### src/rtl/oled_spi_master.sv
// rtl/oled_spi_master.sv - AVR-style SPI master (SPCR/SPSR/SPDR) whose sck/mosi feed the OLED capture stage.
// All timing advances on the CPU clock enable.
module oled_spi_master (
  input  logic       clock,
  input  logic       reset,
  input  logic       ce,
  input  logic [1:0] addr,
  input  logic       wr,
  input  logic       rd,
  input  logic [7:0] din,
  output logic [7:0] dout,
  input  logic       miso,
  output logic       sck,
  output logic       mosi,
  output logic       irq,
  output logic       busy
);

  typedef enum logic [1:0] {IDLE = 2'd0, LEAD = 2'd1, TRAIL = 2'd2} state_t;
  state_t state, state_n;

  logic [7:0] spcr, shift, rx, shifted;
  logic       spif, wcol, spi2x, armed;
  logic [6:0] cnt, half, half_sel;
  logic [2:0] bit_cnt;
  logic       cpol_s, cpha_s, dord_s, sample;
  logic       sel_spsr, sel_spdr, wr_spcr, wr_spdr;
  logic       start, abort, phase_end, done, clear, spe_n, mstr_n, in_bit;

  function automatic logic out_bit(input logic [7:0] b, input logic lsb_first);
    return lsb_first ? b[0] : b[7];
  endfunction

  always_comb begin
    sel_spsr = ce && (addr == 2'd1);
    sel_spdr = ce && (addr == 2'd2);
    wr_spcr  = ce && wr && (addr == 2'd0);
    wr_spdr  = sel_spdr && wr;
    // An SPCR write dropping SPE or MSTR aborts on the very cycle it lands
    spe_n    = wr_spcr ? din[6] : spcr[6];
    mstr_n   = wr_spcr ? din[4] : spcr[4];
    case (spcr[1:0])
      2'd0:    half_sel = 7'd2;
      2'd1:    half_sel = 7'd8;
      2'd2:    half_sel = 7'd32;
      default: half_sel = 7'd64;
    endcase
    if (spi2x) half_sel = half_sel >> 1;
    start     = wr_spdr && (state == IDLE) && spcr[6] && spcr[4];
    phase_end = ce && (state != IDLE) && (cnt == half - 7'd1);
    abort     = ce && (state != IDLE) && !(spe_n && mstr_n);
    done      = phase_end && (state == TRAIL) && (bit_cnt == 3'd7) && !abort;
    clear     = armed && sel_spdr && (rd || wr);
    in_bit    = cpha_s ? miso : sample;
    shifted   = dord_s ? {in_bit, shift[7:1]} : {shift[6:0], in_bit};
    state_n   = state;
    case (state)
      IDLE:    if (start) state_n = LEAD;
      LEAD:    if (phase_end) state_n = TRAIL;
      TRAIL:   if (phase_end) state_n = (bit_cnt == 3'd7) ? IDLE : LEAD;
      default: state_n = IDLE;
    endcase
    if (abort) state_n = IDLE;
  end

  always_ff @(posedge clock) begin
    if (reset) state <= IDLE;
    else       state <= state_n;
  end

  always_ff @(posedge clock) begin
    if (reset) begin
      spcr    <= 8'd0;
      spi2x   <= 1'b0;
      spif    <= 1'b0;
      wcol    <= 1'b0;
      armed   <= 1'b0;
      shift   <= 8'd0;
      rx      <= 8'd0;
      mosi    <= 1'b0;
      cnt     <= 7'd0;
      half    <= 7'd0;
      bit_cnt <= 3'd0;
      cpol_s  <= 1'b0;
      cpha_s  <= 1'b0;
      dord_s  <= 1'b0;
      sample  <= 1'b0;
    end else begin
      if (wr_spcr) spcr <= din;
      if (sel_spsr && wr) spi2x <= din[0];
      if (start) begin
        // Mode and rate are frozen for the whole byte
        shift   <= din;
        half    <= half_sel;
        cpol_s  <= spcr[3];
        cpha_s  <= spcr[2];
        dord_s  <= spcr[5];
        cnt     <= 7'd0;
        bit_cnt <= 3'd0;
        if (!spcr[2]) mosi <= out_bit(din, spcr[5]);
      end else if (abort) begin
        cnt <= 7'd0;
      end else if (ce && (state != IDLE)) begin
        cnt <= phase_end ? 7'd0 : cnt + 7'd1;
        if (phase_end && (state == LEAD)) begin
          if (cpha_s) mosi   <= out_bit(shift, dord_s);
          else        sample <= miso;
        end
        if (phase_end && (state == TRAIL)) begin
          shift   <= shifted;
          bit_cnt <= bit_cnt + 3'd1;
          if (!cpha_s && (bit_cnt != 3'd7)) mosi <= out_bit(shifted, dord_s);
          if (bit_cnt == 3'd7) rx <= shifted;
        end
      end
      if (done)       spif <= 1'b1;
      else if (clear) spif <= 1'b0;
      if (wr_spdr && (state != IDLE)) wcol <= 1'b1;
      else if (clear)                 wcol <= 1'b0;
      if (clear)                          armed <= 1'b0;
      else if (sel_spsr && rd && spif)    armed <= 1'b1;
    end
  end

  assign sck  = (state == IDLE) ? spcr[3] : (cpol_s ^ (state == TRAIL));
  assign busy = (state != IDLE);
  assign irq  = spcr[7] & spif;

  always_comb begin
    case (addr)
      2'd0:    dout = spcr;
      2'd1:    dout = {spif, wcol, 5'd0, spi2x};
      2'd2:    dout = rx;
      default: dout = 8'd0;
    endcase
  end

endmodule
### config.mk
export PLATFORM = sky130hd
export DESIGN_NAME = oled_spi_master
export DESIGN_NICKNAME = d
export VERILOG_FILES = /design/src/rtl/oled_spi_master.sv
export SDC_FILE = /design/constraint.sdc
export NUM_CORES = 1
export LEC_CHECK = 0
export ABC_AREA = 1
export ABC_CLOCK_PERIOD_IN_PS = 2350
export BUFFER_PORTS_ARGS = -buffer_cell sky130_fd_sc_hd__buf_2
export CAP_MARGIN = 25
export CORE_ASPECT_RATIO = 0.6
export CORE_MARGIN = 2
export CORE_UTILIZATION = 59
export CTS_CLUSTER_SIZE = 30
export DETAILED_ROUTE_END_ITERATION = 8
export PLACE_DENSITY_LB_ADDON = 0.12
export SLEW_MARGIN = 0
export SYNTH_ARGS = -nofsm -noshare
export SYNTH_HDL_FRONTEND = slang
export SYNTH_SLANG_ARGS = --single-unit
### constraint.sdc
create_clock -name clock -period 2.35 [get_ports clock]
set_input_delay 0.235 -clock clock [delete_from_list [all_inputs] [get_ports clock]]
set_output_delay 0.235 -clock clock [all_outputs]
set_load 0.005 [all_outputs]
### Word-level counts from Yosys, hierarchy flattened

Index checks and enable logic that the tools add are counted.

| cells by class | value |
|---|---|
| reduce and logical (&&, ||, !) cells | 45 |
| equality and inequality tests | 14 |
| bitwise operators | 5 |
| multiplexer cells | 32 |
| $add $sub $neg | 3 |

Operator list:

| cell | number |
|---|---|
| $mux 8 | 5 |
| $pmux 8 s3 | 1 |
| $logic_and 1x1->1 | 23 |
| $pmux 7 s3 | 1 |
| $mux 1 | 19 |
| $mux 7 | 2 |
| $reduce_and 3->1 | 4 |
| $ne 2x2->1 const B | 5 |
| $reduce_and 5->1 | 2 |
| $reduce_bool 2->1 | 5 |
| $add 7x1->7 const B | 1 |
| $eq 7x7->1 | 1 |
| $sub 7x1->7 const B | 1 |
| $eq 2x1->1 const B | 3 |
| $eq 2x2->1 const B | 3 |
| $logic_not 2->1 | 3 |
| $mux 2 | 3 |
| $pmux 2 s3 | 1 |
| $reduce_or 2->1 | 3 |
| $add 3x1->3 const B | 1 |
| $eq 3x3->1 const B | 1 |
| $logic_not 1->1 | 3 |
| $ne 3x3->1 const B | 1 |
| $not 1->1 | 3 |
| other kinds (4) | 4 |

| word-level totals | value |
|---|---|
| logic and storage cells | 115 |
| register bits | 52 |
| input bits | 16 |

### Logic depth before layout (Yosys ltp)

Gate-level depths: netlist (run 1).

| logic depth | value |
|---|---|
| depth after elaboration | 10 |
| mapped depth | 16 |

### Worst setup path after synthesis (run 1)

No wires, ideal clock.

| path | value |
|---|---|
| path type | register -> register |
| start | register half[0] |
| end | register rx[6] |
| arrival time | 1.703 ns |
| library setup time | 0.116 ns |
| slack | 0.531 ns |
| period minus slack after synthesis | 1.819 ns |
| stages on the path, launching flop included | 16 |
| required time | 2.234 ns |
| path through | dfxtp_1 -> inv_2 -> ha_1 -> inv_1 -> nand2_1 -> nand2_1 -> nand2_1 -> nor2_1 -> nand3_1 -> inv_1 -> nand2_4 -> nor2_8 -> nand3_4 -> buf_6 -> o21ai_1 -> a21oi_1 |

| on the way | value |
|---|---|
| word-level cells in the longest chain between the ends | 5 |

RTL lines:

| item | line | source |
|---|---|---|
| from (decl) | 24 | `logic [6:0] cnt, half, half_sel;` |
| from (signal assigned) | 94 | `half <= half_sel;` |
| $sub 7x1->7 | 50 | `phase_end = ce && (state != IDLE) && (cnt == half - 7'd1);` |
| $eq 7x7->1 | 50 |  |
| $logic_and 1x1->1 | 50 |  |
| $logic_and 1x1->1 | 109 | `if (phase_end && (state == TRAIL)) begin` |
| $reduce_and 5->1 (no source line) | -- |  |
| to (signal assigned) | 113 | `if (bit_cnt == 3'd7) rx <= shifted;` |
| to (decl) | 22 | `logic [7:0] spcr, shift, rx, shifted;` |

Every way passes these cells.
A chain may end at the register's enable or synchronous reset.

### Worst setup path in the final report (run 1)

| path | value |
|---|---|
| start | register half[0] |
| end | register rx[7] |

Same word-level chain as after synthesis.

==> results.cfg, run 1 <==
[outcome]
status = completed

[critical_path]
startpoint_type = flop
path_common_cell = nand2_1
crit_cells = 14
crit_family = simple AND/OR/NAND/NOR gates
max_stage_delay_ns = 0.37
reg2reg_from = half[0]$_SDFFE_PP0P_
crit_start = half[0]$_SDFFE_PP0P_
rrSetupSlack_ns = 0.23
critPathRequiredTime_ns = 2.60
worstPathCellList = inv_2 > ha_1 > inv_1 > nand2_1 > nand2_1 > nand2_1 > nor2_1 > nand3_1 > inv_1 > nand2_4 > nor2_8 > nand3_4 > or2_0 > a21oi_1
cp.buffers_inverters = 3
endpoint_kind = flop
crit_end = rx[7]$_SDFFE_PP0P_
arrival_ns = 2.37
path_max_fanout = 17
reg2regPathDepth = 14
rr_endpoint = rx[7]$_SDFFE_PP0P_
crit_type = reg -> reg
slowest_stage = dfxtp_1

[final_layout]
diodes = 0
multi_input_area_mm2 = 0.00146
area_growth_pct = 10.5
finalInstanceArea_mm2 = 0.00312
regArea_mm2 = 0.00104
instances_no_fill = 513
fin_nets = 469
drive_gt1_share_pct = 14.9
fillers = 427

[sta]
skew_ns = 0.0148
worstMarginPinSlew_ns = 0.590
setup_viol = 0
finalCriticalPeriod_ns = 2.12
finalCritPeriodShare_pct = 90.1
grt_setup_unrepaired = no
totalNegativeSetupSlack_ns = 0
max_freq_mhz = 472
hold_violations = 0
layout_setup_ws_ns = 0.232
slew_violations = 0
max_slew_margin_pct = 60.3

[yosys]
synth_area_leaders = dfxtp_1, nand2_1, inv_1, o21ai_0, nor2_1
synth_ff_type = dfxtp_1
synth_warnings = 0
syn_avg_cell_area_um2 = 6.70
yosysMostFrequentCell = nand2_1
yosysUniqueCellTypes = 37
synth_seq_area_share_pct = 36.9
synth_edf_count = 0
synth_common_cells = nand2_1, inv_1, dfxtp_1
syn-instance-count = 421
async_flop_share_pct = 0
synth_area_leader_cell = dfxtp_1
synth.top_cell.area_share_pct = 36.9
syn_area_mm2 = 0.00282
synth_nets = 441
ys_ff_latch = 52

[power]
p_leak_nw = 1.42
peakVddDrop_uv = 335
p_per_area_mw_per_mm2 = 524
power_mw = 1.63
pwr-share-clk_pct = 40.3
p_sw_uw = 372
sequentialPowerShare_pct = 54.5
intPower_mw = 1.26
p_comb_share_pct = 5.2
p_sw_share_pct = 22.8

[clock_tree]
cts.sinks = 52
cts_resized = 0
clk_pin_slew_ns = 0.10
htree_levels = 2
cts_hold_buf = 0
numCtsBuffers = 5
clk_latency_ns = 0.31
cts_buffer_depth = 2
cts-root-buf = clkbuf_8
cts_tree = built
cts_setup_buffers = 0

[die]
start_util_pct = 61.5
core_mm2 = 0.00459
rows = 19
die_w_um = 93.3
die_h_um = 57.6
ioPinCount = 28
dieArea_mm2 = 0.00537

[min_path]
min_from = wr
hold-path-cell-count = 3
hold_path.class = in -> reg

[job]
cap_violations = 0

[grt]
grt_usage_pct = 28.7
grt_overflow = 0
grt_pass1_wl_mm = 12.0
grt_max_degree = 21
grt_pass1_vias = 2488
antenna_found_initial = 0

[routing]
wl_per_cell_um = 13.9
drc = 0
drtIter0Drc = 255
dr_total_vias = 2837
ant_nets = 0
drt-pass1-iter-count = 5
via_per_inst = 5.53
drt-total-wl_mm = 7.14

[place]
post_dp_cell_area_mm2 = 0.00300
place_congestion = 0.934
place_ws_ns = 0.279
dp_hpwl_mm = 5.50
place_inst = 505
portBuffers = 27
-- stage by stage --
step           util (%)  hold WS (ns)
2_1_floorplan         -         0.394
3_3_place_gp       65.3         0.435
3_5_place_dp       65.3         0.442
4_1_cts            68.0         0.209
5_1_grt            68.0         0.208
6_report           68.0         0.215
-- how the worst min path moves through the flow --
stage                           end  slack [ns]
6_report         spi2x$_SDFFE_PP0P_        0.21
4_1_cts        spcr[5]$_SDFFE_PP0P_        0.21
3_3_place_gp     rx[6]$_SDFFE_PP0P_        0.43
3_5_place_dp     rx[6]$_SDFFE_PP0P_        0.44
5_1_grt          spi2x$_SDFFE_PP0P_        0.21
2_1_floorplan  spcr[7]$_SDFFE_PP0P_        0.39
-- final cells by class --
cell class | count | area share [%]
clock buffers | 6 | 2.65
multi-input cells | 290 | 46.7
inverters | 70 | 8.43
repair buffers | 30 | 5.06
well taps | 63 | 2.53
flip-flops and latches | 52 | 33.4
clock inverters | 2 | 1.24
-- registers in the layout, indices dropped and copies added (netlist names) --
| signal | flops |
|---|---|
| spi2x | 1 |
| cpol_s | 1 |
| state | 2 |
| spcr | 8 |
| cnt | 7 |
| bit_cnt | 3 |
| wcol | 1 |
| shift | 8 |
| rx | 8 |
| mosi | 1 |
| sample | 1 |
| armed | 1 |
| dord_s | 1 |
| cpha_s | 1 |
| spif | 1 |
| half | 7 |
-- layer usage --
| layer | vias to the layer above | part of all wire [%] | track usage, % |
|---|---|---|---|
| li1 | 1408 | - | - |
| met1 | 1284 | 50 | 45.3 |
| met2 | 141 | 40 | 40.7 |
| met3 | 4 | 10 | 5.68 |
| met4 | 0 | 0.39 | 5.04 |
| met5 | - | 0 | 0 |
-- power by group through the flow --
stage / Sequential [mW] / Clock [mW] / Combinational (mW)
2_1_floorplan: 0.909 / 0 / 0.0479
3_3_place_gp: 0.911 / 0 / 0.0801
3_5_place_dp: 0.911 / 0 / 0.0815
4_1_cts: 0.890 / 0.659 / 0.0822
5_1_grt: 0.892 / 0.707 / 0.0924
6_report: 0.891 / 0.658 / 0.0844
-- cell usage in the layout, fill, tap and decap left out, types with 2 or more instances in the layout --
| master | count |
|---|---|
| a211oi_1 | 2 |
| o221ai_1 | 3 |
| dfxtp_1 | 52 |
| o22ai_1 | 13 |
| nand2_2 | 8 |
| nand4_1 | 7 |
| nand3_1 | 16 |
| inv_2 | 10 |
| buf_2 | 27 |
| inv_1 | 56 |
| a21oi_1 | 26 |
| ha_1 | 4 |
| nor3_1 | 3 |
| nor2_2 | 4 |
| nand2_1 | 105 |
| buf_4 | 3 |
| clkinv_1 | 4 |
| clkbuf_8 | 6 |
| nand2_4 | 2 |
| or2_0 | 2 |
| nor2_4 | 3 |
| nor2_1 | 39 |
| o211ai_1 | 2 |
| xor2_1 | 4 |
| o21ai_0 | 37 |
-- tightest hold or removal path, delay by kind of cell --
kind	cells	cell delay (ns)
compound gates	1	0.06
buf+inv	1	0.12
simple gates	1	0.07
-- cell families after synthesis --
family / Yosys count / share of synthesized area, %
AO/OA/AOI/OAI: 89 / 17.6
buffers and inverters: 79 / 11.5
flip-flops: 52 / 36.9
XOR/XNOR: 4 / 1.24
adder cells (fa/ha/maj): 4 / 1.77
AND/OR/NAND/NOR: 193 / 31.0
No activity file was read; power rests on OpenSTA's default activity.
==> inputs of run 2 (changes only) <==
--- a/config.mk
+++ b/config.mk
@@ -11,10 +11,11 @@
 export CAP_MARGIN = 25
 export CORE_ASPECT_RATIO = 0.6
 export CORE_MARGIN = 2
-export CORE_UTILIZATION = 59
+export CORE_UTILIZATION = 30
 export CTS_CLUSTER_SIZE = 30
 export DETAILED_ROUTE_END_ITERATION = 8
 export PLACE_DENSITY_LB_ADDON = 0.12
+export SETUP_SLACK_MARGIN = 0.5
 export SLEW_MARGIN = 0
 export SYNTH_ARGS = -nofsm -noshare
 export SYNTH_HDL_FRONTEND = slang
==> run 2 against run 1 <==
Effect of this change:
- global-route usage decreased by 11 points
- sequential power about the same
- first-iteration DRC count decreased by 27%
- sequential cell count unchanged
- hold slack improved by 0.0052 ns
- utilization decreased by 30 points
- setup slack improved by 0.23 ns
- routed wire length increased by 19%
- sequential share of layout area decreased by 3.5 points
- die area increased by 90%
- clock power increased by 34%
- total power increased by 14%
==> results.cfg, run 2 (synthesized netlist as in run 1, its figures left out) <==
[clock_tree]
cts.sinks = 52
cts_buffer_depth = 2
cts_tree = built
clk_latency_ns = 0.30
cts-root-buf = clkbuf_16
clk_pin_slew_ns = 0.07
htree_levels = 2
numCtsBuffers = 5

[critical_path]
max_stage_delay_ns = 0.35
cp.buffers_inverters = 3
worstPathCellList = inv_4 > ha_4 > inv_2 > nand2_2 > nand2_1 > nand2_1 > nor2_2 > nand3_2 > inv_2 > nand2_4 > nor2_8 > nand3_4 > or2_0 > a21oi_1
crit_family = simple AND/OR/NAND/NOR gates
endpoint_kind = flop
crit_type = reg -> reg
startpoint_type = flop
path_max_fanout = 8
slowest_stage = dfxtp_2
arrival_ns = 2.12
critPathRequiredTime_ns = 2.58

[die]
die_h_um = 79.1
start_util_pct = 30.8
dieArea_mm2 = 0.0102
rows = 27
core_mm2 = 0.00916
ioPinCount = 28
die_w_um = 129

[sta]
hold_violations = 0
finalCritPeriodShare_pct = 80.4
worstMarginPinSlew_ns = 0.796
setup_viol = 0
slew_violations = 0
max_freq_mhz = 529
grt_setup_unrepaired = yes
finalCriticalPeriod_ns = 1.89
totalNegativeSetupSlack_ns = 0
whs_ns = 0.220
skew_ns = 0.00530
max_slew_margin_pct = 46.4

[place]
place_congestion = 0.844
post_dp_cell_area_mm2 = 0.00309
dp_hpwl_mm = 6.50
portBuffers = 27

[routing]
met2_length_mm = 2.98
top_layer = met4
via_per_inst = 4.72
dr_total_vias = 2798
route.met3.wl_um = 625
met1_length_mm = 4.85
drc = 0
drt-total-wl_mm = 8.52
ant_nets = 0
drt-pass1-iter-count = 5
wl_per_cell_um = 14.4
drtIter0Drc = 186

[final_layout]
reg_top3 = rx x8, shift x8, spcr x8
final_common_cell = nand2_1
fin_nets = 482
finalInstanceArea_mm2 = 0.00350
multi_input_area_mm2 = 0.00157
drive_gt1_share_pct = 22.5
diodes = 0
fillers = 999
regArea_mm2 = 0.00104
final_cell_mix = nand2_1, inv_1, dfxtp_1
area_growth_pct = 23.9

[grt]
grt_pass1_wl_mm = 13.7
grt_pass1_vias = 2541
grt_usage_pct = 17.7
grt_overflow = 0
grt_max_degree = 24
antenna_found_initial = 0

[min_path]
hold_path.class = in -> reg

[outcome]
status = completed

[power]
p_sw_share_pct = 22.3
p_comb_share_pct = 4.9
pwr-share-clk_pct = 47.4
p_per_area_mw_per_mm2 = 533
p_leak_nw = 1.54
power_mw = 1.86
p_sw_uw = 415
intPower_mw = 1.45
peakVddDrop_uv = 395
sequentialPowerShare_pct = 47.8

[job]
cap_violations = 0
## run 2: cell count changes in the layout (fill, tap and decap cells not counted), moves of 3 or more
cell       delta
buf_6         +3
nor2_1        -3
o21ai_0       -5
clkbuf_16     +5
buf_4         +8
inv_1         -4
a21oi_2       +3
a21oi_1       -3
clkbuf_8      -5
o21ai_2       +4
## run 2: what timing repair did
action / 4_1_cts / 5_1_grt
pin swaps: 7 / 3
setup endpoints to repair: 23 / 25
hold buffers: 0 / 0
endpoints found under the hold margin: 0 / 0
setup buffers: 9 / 2
gates cloned: 1 / 0
gates resized for setup: 18 / 21
## run 2: final cells by class
class	instances	area share [%]
Inverter	70	7.66
Multi-Input combinational cell	291	45.0
Timing Repair Buffer	42	7.76
Tap cell	130	4.65
Sequential cell	52	29.8
Clock inverter	2	1.11
Clock buffer	6	3.97
## run 2: path summary, 6_finish.rpt
check / startpoint / end / slack, ns / cells past startpoint
worst max-delay path: half[0]$_SDFFE_PP0P_ / rx[7]$_SDFFE_PP0P_ / 0.46 / 14
worst min-delay path: rd / armed$_SDFFE_PP0P_ / 0.22 / 3
worst max register to register: half[0]$_SDFFE_PP0P_ / rx[7]$_SDFFE_PP0P_ / 0.46 / 14
worst min register to register: rx[6]$_SDFFE_PP0P_ / rx[6]$_SDFFE_PP0P_ / 0.45 / 2
## run 2: tightest hold or removal path, cell delays in order
cell and delay [ns]:
buf_2 0.09, a31oi_1 0.08, nor2_1 0.08
## run 2: through the flow
step / setup slack [ns] / util, % / std cells
3_3_place_gp: 0.278 / 33.7 / 573
5_1_grt: 0.310 / 38.2 / 593
3_5_place_dp: 0.219 / 33.7 / 573
6_report: 0.460 / 38.2 / 593
2_1_floorplan: 0.531 / - / 421
4_1_cts: 0.434 / 37.3 / 591
## run 2: metal layers
layer | vias to the layer above | GRT usage [%]
li1 | 1441 | -
met1 | 1267 | 29.7
met2 | 84 | 22.1
met3 | 6 | 3.44
met4 | 0 | 3.26
met5 | - | 0
## run 2: power by group through the flow
stage | sequential, mW | clock (mW) | combinational [mW]
after floorplan | 0.909 | 0 | 0.0479
after global placement | 0.911 | 0 | 0.0870
after detailed placement | 0.911 | 0 | 0.0874
after CTS | 0.890 | 0.903 | 0.0889
after global routing | 0.891 | 0.954 | 0.103
final | 0.890 | 0.883 | 0.0911
